--- src/rtl/dlfloat_operand_tx_if.sv ---
// dlfloat_operand_tx_if: operand-pair input handshake plus the two-beat DLFloat16 transmit bus.
interface dlfloat_operand_tx_if;
  logic        in_valid;
  logic        in_ready;
  logic [15:0] in_a;
  logic [15:0] in_b;
  logic        tx_ready;
  logic        tx_valid;
  logic [15:0] tx_data;
  logic        tx_beat;
  modport master (output in_valid, in_a, in_b, tx_ready, input in_ready, tx_valid, tx_data, tx_beat);
  modport slave  (input in_valid, in_a, in_b, tx_ready, output in_ready, tx_valid, tx_data, tx_beat);
endinterface

--- src/rtl/dlfloat_operand_tx.sv ---
// dlfloat_operand_tx: buffers (a,b) pairs in a FIFO and sends each as beat A then beat B.
// Optional DLF_CANON_ZERO_EN stores -0 operands as +0 at push.
module dlfloat_operand_tx #(
  parameter int DEPTH = 4,
  localparam int CNT_W = $clog2(DEPTH + 1)
) (
  input  logic              clk,
  input  logic              rst,
  dlfloat_operand_tx_if.slave bus,
  output logic [CNT_W-1:0]  fifo_count,
  output logic              busy
);
  localparam int AW = DEPTH > 1 ? $clog2(DEPTH) : 1;
  typedef enum logic [1:0] {IDLE, SEND_A, SEND_B} state_t;
  state_t         state;
  logic [31:0]    mem [DEPTH];
  logic [31:0]    head;
  logic [AW-1:0]  wr_ptr, rd_ptr;
  logic [15:0]    frame_b, a_st, b_st;
  logic           push, pop, non_empty;
  assign non_empty   = fifo_count != '0;
  assign bus.in_ready = fifo_count != CNT_W'(DEPTH);
  assign push        = bus.in_valid & bus.in_ready;
  assign pop         = non_empty & (state == IDLE | (state == SEND_B & bus.tx_ready));
  assign busy        = non_empty | (state != IDLE);
  assign head        = mem[rd_ptr];
`ifdef DLF_CANON_ZERO_EN
  assign a_st = bus.in_a == 16'h8000 ? 16'h0000 : bus.in_a;
  assign b_st = bus.in_b == 16'h8000 ? 16'h0000 : bus.in_b;
`else
  assign a_st = bus.in_a;
  assign b_st = bus.in_b;
`endif
  always_ff @(posedge clk)
    if (push) mem[wr_ptr] <= {a_st, b_st};
  always_ff @(posedge clk or posedge rst) begin
    if (rst) begin
      wr_ptr       <= '0;
      rd_ptr       <= '0;
      fifo_count   <= '0;
      state        <= IDLE;
      frame_b      <= '0;
      bus.tx_valid <= 1'b0;
      bus.tx_data  <= '0;
      bus.tx_beat  <= 1'b0;
    end else begin
      if (push) wr_ptr <= wr_ptr + AW'(1);
      if (pop) rd_ptr <= rd_ptr + AW'(1);
      fifo_count <= fifo_count + CNT_W'(push) - CNT_W'(pop);
      // a pop always loads a fresh frame and presents its A beat
      if (pop) begin
        bus.tx_data  <= head[31:16];
        frame_b      <= head[15:0];
        bus.tx_beat  <= 1'b0;
        bus.tx_valid <= 1'b1;
        state        <= SEND_A;
      end else begin
        case (state)
          SEND_A:
            if (bus.tx_ready) begin
              bus.tx_data <= frame_b;
              bus.tx_beat <= 1'b1;
              state       <= SEND_B;
            end
          SEND_B:
            if (bus.tx_ready) begin
              bus.tx_valid <= 1'b0;
              bus.tx_data  <= '0;
              bus.tx_beat  <= 1'b0;
              state        <= IDLE;
            end
          default: state <= IDLE;
        endcase
      end
    end
  end
endmodule

--- src/flat_wrapper.sv ---
// flat-port wrapper written by rule: the top's interface ports become plain ports
module dlfloat_operand_tx_flat 
#(
  parameter int DEPTH = 4,
  localparam int CNT_W = $clog2(DEPTH + 1)
)
  (clk, rst, fifo_count, busy, bus_in_valid, bus_in_a, bus_in_b, bus_tx_ready, bus_in_ready, bus_tx_valid, bus_tx_data, bus_tx_beat);
  dlfloat_operand_tx_if bus_i ();
  input  logic clk;
  input  logic rst;
  output logic [CNT_W-1:0] fifo_count;
  output logic busy;
  input wire logic [$bits(bus_i.in_valid)-1:0] bus_in_valid;
  input wire logic [$bits(bus_i.in_a)-1:0] bus_in_a;
  input wire logic [$bits(bus_i.in_b)-1:0] bus_in_b;
  input wire logic [$bits(bus_i.tx_ready)-1:0] bus_tx_ready;
  output wire logic [$bits(bus_i.in_ready)-1:0] bus_in_ready;
  output wire logic [$bits(bus_i.tx_valid)-1:0] bus_tx_valid;
  output wire logic [$bits(bus_i.tx_data)-1:0] bus_tx_data;
  output wire logic [$bits(bus_i.tx_beat)-1:0] bus_tx_beat;
  assign bus_i.in_valid = bus_in_valid;
  assign bus_i.in_a = bus_in_a;
  assign bus_i.in_b = bus_in_b;
  assign bus_i.tx_ready = bus_tx_ready;
  assign bus_in_ready = bus_i.in_ready;
  assign bus_tx_valid = bus_i.tx_valid;
  assign bus_tx_data = bus_i.tx_data;
  assign bus_tx_beat = bus_i.tx_beat;
  dlfloat_operand_tx #(.DEPTH(DEPTH)) u_core (.clk(clk), .rst(rst), .bus(bus_i), .fifo_count(fifo_count), .busy(busy));
endmodule
--- config.mk ---
export PLATFORM = sky130hd
export DESIGN_NAME = dlfloat_operand_tx_flat
export DESIGN_NICKNAME = d
export VERILOG_FILES = /design/src/rtl/dlfloat_operand_tx_if.sv /design/src/rtl/dlfloat_operand_tx.sv /design/src/flat_wrapper.sv
export SDC_FILE = /design/constraint.sdc
export NUM_CORES = 1
export LEC_CHECK = 0
export ABC_CLOCK_PERIOD_IN_PS = 2900
export CAP_MARGIN = 20
export CORE_MARGIN = 3
export CORE_UTILIZATION = 45
export CTS_CLUSTER_SIZE = 20
export DETAILED_ROUTE_END_ITERATION = 10
export DONT_BUFFER_PORTS = 1
export SLEW_MARGIN = 0
export SYNTH_ARGS = -nofsm -noshare
export SYNTH_HDL_FRONTEND = slang
export SYNTH_SLANG_ARGS = --single-unit
export TNS_END_PERCENT = 50
--- constraint.sdc ---
create_clock -name clk -period 2.9 [get_ports clk]
set_input_delay 0.87 -clock clk [delete_from_list [all_inputs] [get_ports clk]]
set_output_delay 0.87 -clock clk [all_outputs]
set_load 0.02 [all_outputs]
# --- Word-level counts from Yosys, hierarchy flattened ---
# Memory sizes are Yosys's and may differ from the RTL's.
# Index checks and enable logic that the tools add are counted.
# Widths: inputs -> output; s select.
word_totals:
  reg_bits: 43
  ramBits: 128
  input_bits: 36
  mem_count: 1
op_classes:
  addsub: 4
  eq_ne: 5
  mux: 16
  n_bitwise: 5
  n_reduce_logical: 9
mem_list:
  columns: ["memory", "words", "width", "read_ports", "rd_ports_with_merged_regs", "write_ports", "line_no", "text"]
  rows:
  - ["u_core.mem", 4, 32, 1, 0, 1, "dlfloat_operand_tx.sv:16", "logic [31:0] mem [DEPTH];"]
ops:
  columns: ["op", "count"]
  rows:
  - ["$mux 16", 3]
  - ["$pmux 16 s2", 1]
  - ["$mux 1", 7]
  - ["$mux 2", 3]
  - ["$ne 3x2->1 const B", 2]
  - ["$reduce_bool 2->1", 3]
  - ["$reduce_bool 3->1", 2]
  - ["$add 2x1->2 const B", 2]
  - ["$pmux 2 s2", 1]
  - ["$reduce_and 2->1", 2]
  - ["$add 3x1->3", 1]
  - ["$and 1x1->1", 3]
  - ["$ne 3x3->1 const B", 1]
  - ["$reduce_and 3->1", 1]
  - ["$sub 3x1->3", 1]
  - ["$eq 2x1->1 const B", 1]
  - ["$eq 2x2->1 const B", 1]
  - ["$logic_not 2->1", 1]
  - ["$or 1x1->1", 2]
  - ["$pmux 1 s2", 1]

# --- Longest topological paths before layout ---
# Gate-level depths: netlist of run 1.
logic_depth:
  ltp_word: 6
  depth_mapped: 14
  depth_no_buf: 12

# --- Worst setup path after synthesis of run 1 ---
# No wires, ideal clock.
synth_path:
  path_kind: "input to register"
  start: "in bus_tx_ready"
  end: "reg u_core.fifo_count[2]"
  setup_ps: 133
  arrival_ps: 2553
  setup_slack_ps: 215
  stages: 12
  path_buffers: 2
  path_cell_list: "a21o_1 buf_2 nand2_8 inv_8 buf_12 ha_1 inv_1 ha_1 inv_1 fa_1 xnor2_1 xnor2_1"
synth_via:
  elab_chain_len: 4
synth_rtl:
  columns: ["element", "line_no", "text"]
  rows:
  - ["start: declaration", "flat_wrapper.sv:16", "input wire logic [$bits(bus_i.tx_ready)-1:0] bus_tx_ready;"]
  - ["$and 1x1->1", "dlfloat_operand_tx.sv:24", "assign pop = non_empty & (state == IDLE | (state == SEND_B & bus.tx_ready));"]
  - ["$or 1x1->1", "dlfloat_operand_tx.sv:24", null]
  - ["$and 1x1->1", "dlfloat_operand_tx.sv:24", null]
  - ["net u_core.pop", "dlfloat_operand_tx.sv:20", "logic push, pop, non_empty;"]
  - ["$sub 3x1->3", "dlfloat_operand_tx.sv:49", "fifo_count <= fifo_count + CNT_W'(push) - CNT_W'(pop);"]
  - ["end signal: assignment", "dlfloat_operand_tx.sv:49", null]
  - ["end: declaration", "dlfloat_operand_tx.sv:10", "output logic [CNT_W-1:0] fifo_count,"]
# The timed path passes the listed nets, and every way through them passes these cells.
# A chain may end at the register's enable or synchronous reset.

# --- Worst setup path after layout of run 1 ---
layout_path:
  start: "reg u_core.fifo_count[0]"
  end: "reg u_core.fifo_count[2]"
layout_via:
  elab_chain_len: 4
layout_rtl:
  columns: ["element", "line_no", "text"]
  rows:
  - ["$ne 3x3->1", "dlfloat_operand_tx.sv:22", "assign bus.in_ready = fifo_count != CNT_W'(DEPTH);"]
  - ["$and 1x1->1", "dlfloat_operand_tx.sv:23", "assign push = bus.in_valid & bus.in_ready;"]
  - ["$add 3x1->3", "dlfloat_operand_tx.sv:49", null]
  - ["$sub 3x1->3 (*)", "dlfloat_operand_tx.sv:49", null]
# Mark *: on every way between the ends. The rest lies on a longest branch, timed or not.

==> results of run 1 <==
==> Yosys cell counts, drive strengths merged (2+ instances only) <==
master	number
a21oi	2
a2bb2oi	16
a32oi	16
and2	4
buf	14
clkbuf	7
dfrtp	43
edfxtp	128
ha	9
inv	12
mux2	17
mux4	32
nand2	8
o21ai	17
xnor2	5
==> cell families (layout without fill, tap and decap cells) <==
group,count (synthesis),after routing,synth area share [%]
flip-flops,171,171,72.9
AO/OA/AOI/OAI,55,55,6.04
multiplexers,49,49,14.0
buffers and inverters,33,61,2.91
AND/OR/NAND/NOR,18,18,1.58
adder cells (fa/ha/maj),10,10,1.97
XOR/XNOR,5,5,0.649
==> registers in the layout, summed over array words and instances, names as in the netlist <==
| signal | count |
|---|---|
| u_core.bus.tx_beat | 1 |
| u_core.bus.tx_data | 16 |
| u_core.bus.tx_valid | 1 |
| u_core.fifo_count | 3 |
| u_core.frame_b | 16 |
| u_core.mem | 128 |
| u_core.rd_ptr | 2 |
| u_core.state | 2 |
| u_core.wr_ptr | 2 |
==> power by group through the flow <==
stage	logic [mW]	registers, mW	clock network, mW
after floorplan	2.33	3.79	0
after global placement	2.85	3.96	0
after detailed placement	2.91	3.99	0
after CTS	2.92	3.95	2.28
after global routing	3.13	4.01	2.39
final	2.86	3.93	2.22
==> per-layer routing <==
layer  wire length [um]  global-route usage [%]
met4                235                    6.55
met2               6280                    26.4
met1               5480                    22.1
met3                821                    5.77
met5                  0                       0
==> cell type report <==
cell class | count | area, um^2
tap | 184 | 230
sequential | 171 | 4920
clock inverter | 13 | 150
clock buffer | 19 | 433
timing repair buffer | 17 | 165
multi-input combinational | 137 | 1630
fill | 1129 | 7000
inverter | 12 | 52.6
==> cell usage in the layout (no fill, tap or decap), drive strengths merged, types with 2 or more instances in the layout <==
| cell | Yosys | routed |
|---|---|---|
| dfrtp | 43 | 43 |
| mux2 | 17 | 17 |
| ha | 9 | 9 |
| clkbuf | 7 | 19 |
| inv | 12 | 13 |
| nand2 | 8 | 8 |
| a2bb2oi | 16 | 16 |
| and2 | 4 | 4 |
| buf | 14 | 17 |
| mux4 | 32 | 32 |
| bufinv | 0 | 3 |
| edfxtp | 128 | 128 |
| a32oi | 16 | 16 |
| a21oi | 2 | 2 |
| xnor2 | 5 | 5 |
| o21ai | 17 | 17 |
| clkinv | 0 | 8 |
==> through the flow <==
stage | hold WS, ns | utilization (%) | total power [mW]
after floorplan | 0.474 | - | 6.13
final | 0.351 | 52.0 | 9.01
after CTS | 0.346 | 52.0 | 9.14
after detailed placement | 0.502 | 48.0 | 6.90
after global placement | 0.493 | 48.0 | 6.81
after global routing | 0.367 | 52.0 | 9.53
==> critical path: cells and delay by family, from the launching register on <==
family | cells | cell delay [ns]
fa+ha+maj | 3 | 0.75
xor+xnor | 2 | 0.28
buf+inv | 3 | 0.12
flops | 1 | 0.48
simple gates | 2 | 0.72
==> worst paths after layout <==
kind | to | slack, ns
setup / recovery | u_core.fifo_count[2]$_DFF_PP0_ | 0.42
max in group asynchronous | u_core.bus.tx_data[7]$_DFFE_PP0P_ | 1.98
hold / removal | u_core.fifo_count[2]$_DFF_PP0_ | 0.35
setup reg to reg | u_core.fifo_count[2]$_DFF_PP0_ | 0.42
hold reg to reg | u_core.frame_b[9]$_DFFE_PP0P_ | 0.51
min in group clk | u_core.frame_b[9]$_DFFE_PP0P_ | 0.51
==> metrics.yaml, run 1 <==
status: "complete, no violations"
synth_top_cell_area_share_pct: 57.0
synth_area_leaders: "edfxtp_1 57%, dfrtp_1 16%, mux4_2 10%"
powerDensity_mw_per_mm2: 1190
grt_pass1_vias: 3437
stdcell_count: 553
finalSetupViolCount: 0
clkPwrFrac_pct: 24.7
hold_path.class: "primary input to asynchronous set/reset pin"
placed_area_mm2: 0.00700
cp.required_ns: 3.21
grt_usage_pct: 16.9
crit_chain: "or3_1, nand2_8, inv_8, ha_1, inv_1, ha_1, inv_1, fa_1, xnor2_1, xnor2_1"
drt_iter0_markers: 188
fin_crit_sh_pct: 85.4
syn-num-nets: 387
end_kind: "flop"
synth_area_leader_cell: "edfxtp_1"
setup_ws_ns: 0.425
antenna_found_initial: 0
fp.dieH_um: 128
synth_seq_area_share_pct: 72.9
die_area_mm2: 0.0165
ant_nets: 0
fp.coreArea_mm2: 0.0146
yosysWarnings: 0
slew_viol_final: 0
ctsResizeCount: 0
synthCells: 341
setup_tns_ns: 0
async_reset_ff_share_pct: 25.1
routabilityCongestion: 0.736
dp_hpwl_um: 8190
cts_buffer_depth: 2
pre_cts_slack_ns: 0.333
max-vdd-ir-drop_v: 0.000604
clock-sinks: 171
antennaDiodeCount: 0
num_vias: 3153
syn_area_mm2: 0.00675
io_pins: 59
max-cap-violations: 0
leakage_nw: 2.66
gr-total-overflow: 0
period_minus_slack_ns: 2.48
drive_above_1_share_pct: 26.3
avgSynthCellArea_um2: 19.8
crit_path_max_incr_delay_ns: 0.51
grt_max_degree: 28
finClkSkew_ns: 0.00502
via_per_inst: 5.70
ys.flop_type: "edfxtp_1"
start_kind: "flop"
worstSetupPathType: "flop to flop"
swShare_pct: 32.1
first_pass_iters: 6
critPathSlowestCell: "or3_1"
drt-total-wl_um: 12800
finalHoldViolCount: 0
fmax_mhz: 404
critPathArrivalTime_ns: 2.78
rsz0062_at_grt: "no"
cp_max_fo: 20
synth_seq_cells: 171
p_int_mw: 6.12
p_seq_share_pct: 43.6
remaining_drc_errors: 0
synth_cell_types: 34
numCtsBuffers: 17
grt_pass1_wl_um: 20200
die_x_um: 128
post_cts_buffers: 0
placedCellCount: 521
fin_area_mm2: 0.00758
cts_tree: "built"
r2r_start: "u_core.fifo_count[0]$_DFF_PP0_"
synth_edf_count: 128
cts-root-buf: "clkbuf_16"
num_rows: 44
reg2regPathDepth: 10
area_growth_pct: 12.4
portBuffers: 0
routedWlPerCell_um: 23.2
relSlewSlack_pct: 47.8
clk_pin_slew_ns: 0.06
tightest_slew_ns: 0.782
startpoint: "u_core.fifo_count[0]$_DFF_PP0_"
finalNetCount: 402
comb_power_share_pct: 31.7
p_switching_mw: 2.89
clkLatencyLatePin_ns: 0.42
start_util_pct: 46.3
cts-htree-levels: 4
cts_hold_buf: 0
Note: power is estimated with default switching activity, not from simulation.
==> run 2, diff against run 1 <==
--- a/config.mk
+++ b/config.mk
@@ -8,4 +8,5 @@
 export ABC_CLOCK_PERIOD_IN_PS = 2900
 export CAP_MARGIN = 20
+export CORE_ASPECT_RATIO = 0.5
 export CORE_MARGIN = 3
 export CORE_UTILIZATION = 45
@@ -13,4 +14,5 @@
 export DETAILED_ROUTE_END_ITERATION = 10
 export DONT_BUFFER_PORTS = 1
+export RECOVER_POWER = 25
 export SLEW_MARGIN = 0
 export SYNTH_ARGS = -nofsm -noshare
==> constraint.sdc (replaced) <==
create_clock -name clk -period 2.9 [get_ports clk]
set_input_delay 0.29 -clock clk [delete_from_list [all_inputs] [get_ports clk]]
set_output_delay 0.29 -clock clk [all_outputs]
set_load 0.02 [all_outputs]
==> metrics.yaml, run 2 (synthesized netlist as in run 1, its figures left out) <==
status: "complete, no violations"
top_regs: "u_core.mem (128), u_core.bus.tx_data (16), u_core.frame_b (16)"
hold_path.class: "primary input to flop"
globalRouteMet1Util_pct: 24.0
start_util_pct: 47.8
cts-htree-levels: 4
die_area_mm2: 0.0166
critPathSlowestCell: "dfrtp_1"
fin_crit_sh_pct: 90.6
grt_pass1_vias: 3545
cp_max_fo: 20
routabilityCongestion: 0.735
comb_power_share_pct: 32.8
final_util_pct: 55.7
largest_reg_flops: 128
busiest_layer: "met2"
end_kind: "flop"
cts_tree: "built"
max-vdd-ir-drop_v: 0.000493
crit_path_max_incr_delay_ns: 0.40
tightest_slew_ns: 0.928
grt_pass1_wl_um: 20300
use_met3_pct: 4.67
powerDensity_mw_per_mm2: 1130
io_pins: 59
gr-total-overflow: 0
cts_buffer_depth: 2
rsz0062_at_grt: "no"
p_switching_mw: 2.93
finalHoldViolCount: 0
dp_hpwl_um: 8470
die_x_um: 179
via_per_inst: 5.56
final_cell_mix: "128 x edfxtp_1, 42 x dfrtp_1, 33 x dlygate4sd3_1"
crit_chain: "inv_1, ha_1, a21o_1, nand2_8, inv_8, ha_1, inv_1, ha_1, inv_1, fa_1, xnor2_1, xnor2_1"
worstSetupPathType: "flop to flop"
seq_area_mm2: 0.00492
antennaDiodeCount: 0
remaining_drc_errors: 0
finalNetCount: 435
whs_ns: 0.0403
portBuffers: 0
grt_usage_pct: 16.8
num_rows: 30
antenna_found_initial: 0
leakage_nw: 2.76
ctsResizeCount: 0
placedCellCount: 529
drt_iter0_markers: 302
routedWlPerCell_um: 21.6
drive_above_1_share_pct: 24.9
clkLatencyLatePin_ns: 0.42
fp.dieH_um: 92.6
area_growth_pct: 16.5
total_power_mw: 8.89
start_kind: "flop"
period_minus_slack_ns: 2.63
fp.coreArea_mm2: 0.0141
clock-sinks: 171
swShare_pct: 33.0
fmax_mhz: 380
clk_pin_slew_ns: 0.06
finClkSkew_ns: 0.0101
top_register: "u_core.mem"
cts-root-buf: "clkbuf_16"
multi_input_area_mm2: 0.00163
clkPwrFrac_pct: 23.6
stdcell_count: 593
relSlewSlack_pct: 38.1
ant_nets: 0
use_met2_pct: 24.7
p_int_mw: 5.96
numCtsBuffers: 17
drt-total-wl_um: 12800
num_vias: 3298
grt_max_degree: 44
max-cap-violations: 0
reg2reg_setup_slack_ns: 0.27
layout_commonest_cell: "edfxtp_1"
cp.required_ns: 3.24
nFillCells: 1094
critPathArrivalTime_ns: 2.96
finalSetupViolCount: 0
slew_viol_final: 0
setup_tns_ns: 0
p_seq_share_pct: 43.6
first_pass_iters: 4
[run 2: changes by cell type in the layout (fill, tap and decap cells not counted), sizes merged]
| cell | delta |
|---|---|
| dlygate4sd3 | +33 |
| clkinvlp | +3 |
| clkbuf | -2 |
| clkinv | -2 |
| bufinv | -2 |
| inv | +2 |
[run 2: final cells by class]
class | instances | share of cell area [%]
Clock buffer | 17 | 5.41
Clock inverter | 14 | 1.56
Inverter | 12 | 0.668
Multi-Input combinational cell | 137 | 20.8
Sequential cell | 171 | 62.6
Tap cell | 192 | 3.05
Timing Repair Buffer | 50 | 5.98
[run 2: routing by layer]
metal,vias to the layer above,wire length [um]
met3,13,555
met2,86,6100
li1,1468,-
met5,-,0
met1,1731,5980
met4,0,149
[run 2: path summary, 6_finish.rpt]
path | startpoint | cells after the start | end
max | u_core.state[0]$_DFFE_PP0P_ | 12 | u_core.fifo_count[2]$_DFF_PP0_
min | bus_tx_ready | 2 | u_core.state[1]$_DFFE_PP0P_
max reg2reg | u_core.state[0]$_DFFE_PP0P_ | 12 | u_core.fifo_count[2]$_DFF_PP0_
min reg2reg | u_core.frame_b[2]$_DFFE_PP0P_ | 1 | u_core.frame_b[2]$_DFFE_PP0P_
max in group asynchronous | rst | 2 | u_core.rd_ptr[0]$_DFFE_PP0P_
min in group asynchronous | rst | 2 | u_core.bus.tx_data[3]$_DFFE_PP0P_
[run 2: power by group through the flow]
stage                     Clock, mW  Combinational, mW  Sequential, mW
final                          2.10               2.92            3.88
after global routing           2.26               3.19            3.97
after CTS                      2.15               2.96            3.90
after detailed placement          0               2.90            3.95
after global placement            0               2.80            3.91
after floorplan                   0               2.33            3.79
[run 2: repair_timing]
item,in CTS,in global routing
hold endpoints to repair,171,0
buffers inserted,0,0
hold buffers,33,0
[run 2: through the flow]
step / area, um^2 / setup WS, ns
floorplan: 6750 / 0.394
global placement: 6990 / 0.378
detailed placement: 6990 / 0.271
CTS: 7870 / 0.255
global route: 7870 / 0.0376
finish: 7870 / 0.272
[run 2: worst max-delay path, delay by kind of cell (launching register included)]
family          cells  cell delay [ns]
fa+ha+maj           4             1.00
flops               1             0.40
buf+inv             4             0.39
xor+xnor            2             0.34
compound gates      1             0.26
simple gates        1             0.15
==> run 3, diff against run 2 <==
Settings changed: CTS_CLUSTER_DIAMETER from default to 30, SKIP_LAST_GASP from default to 1.
==> results of run 3 <==
Final layout, timing and power as in run 2 (identical DEF).
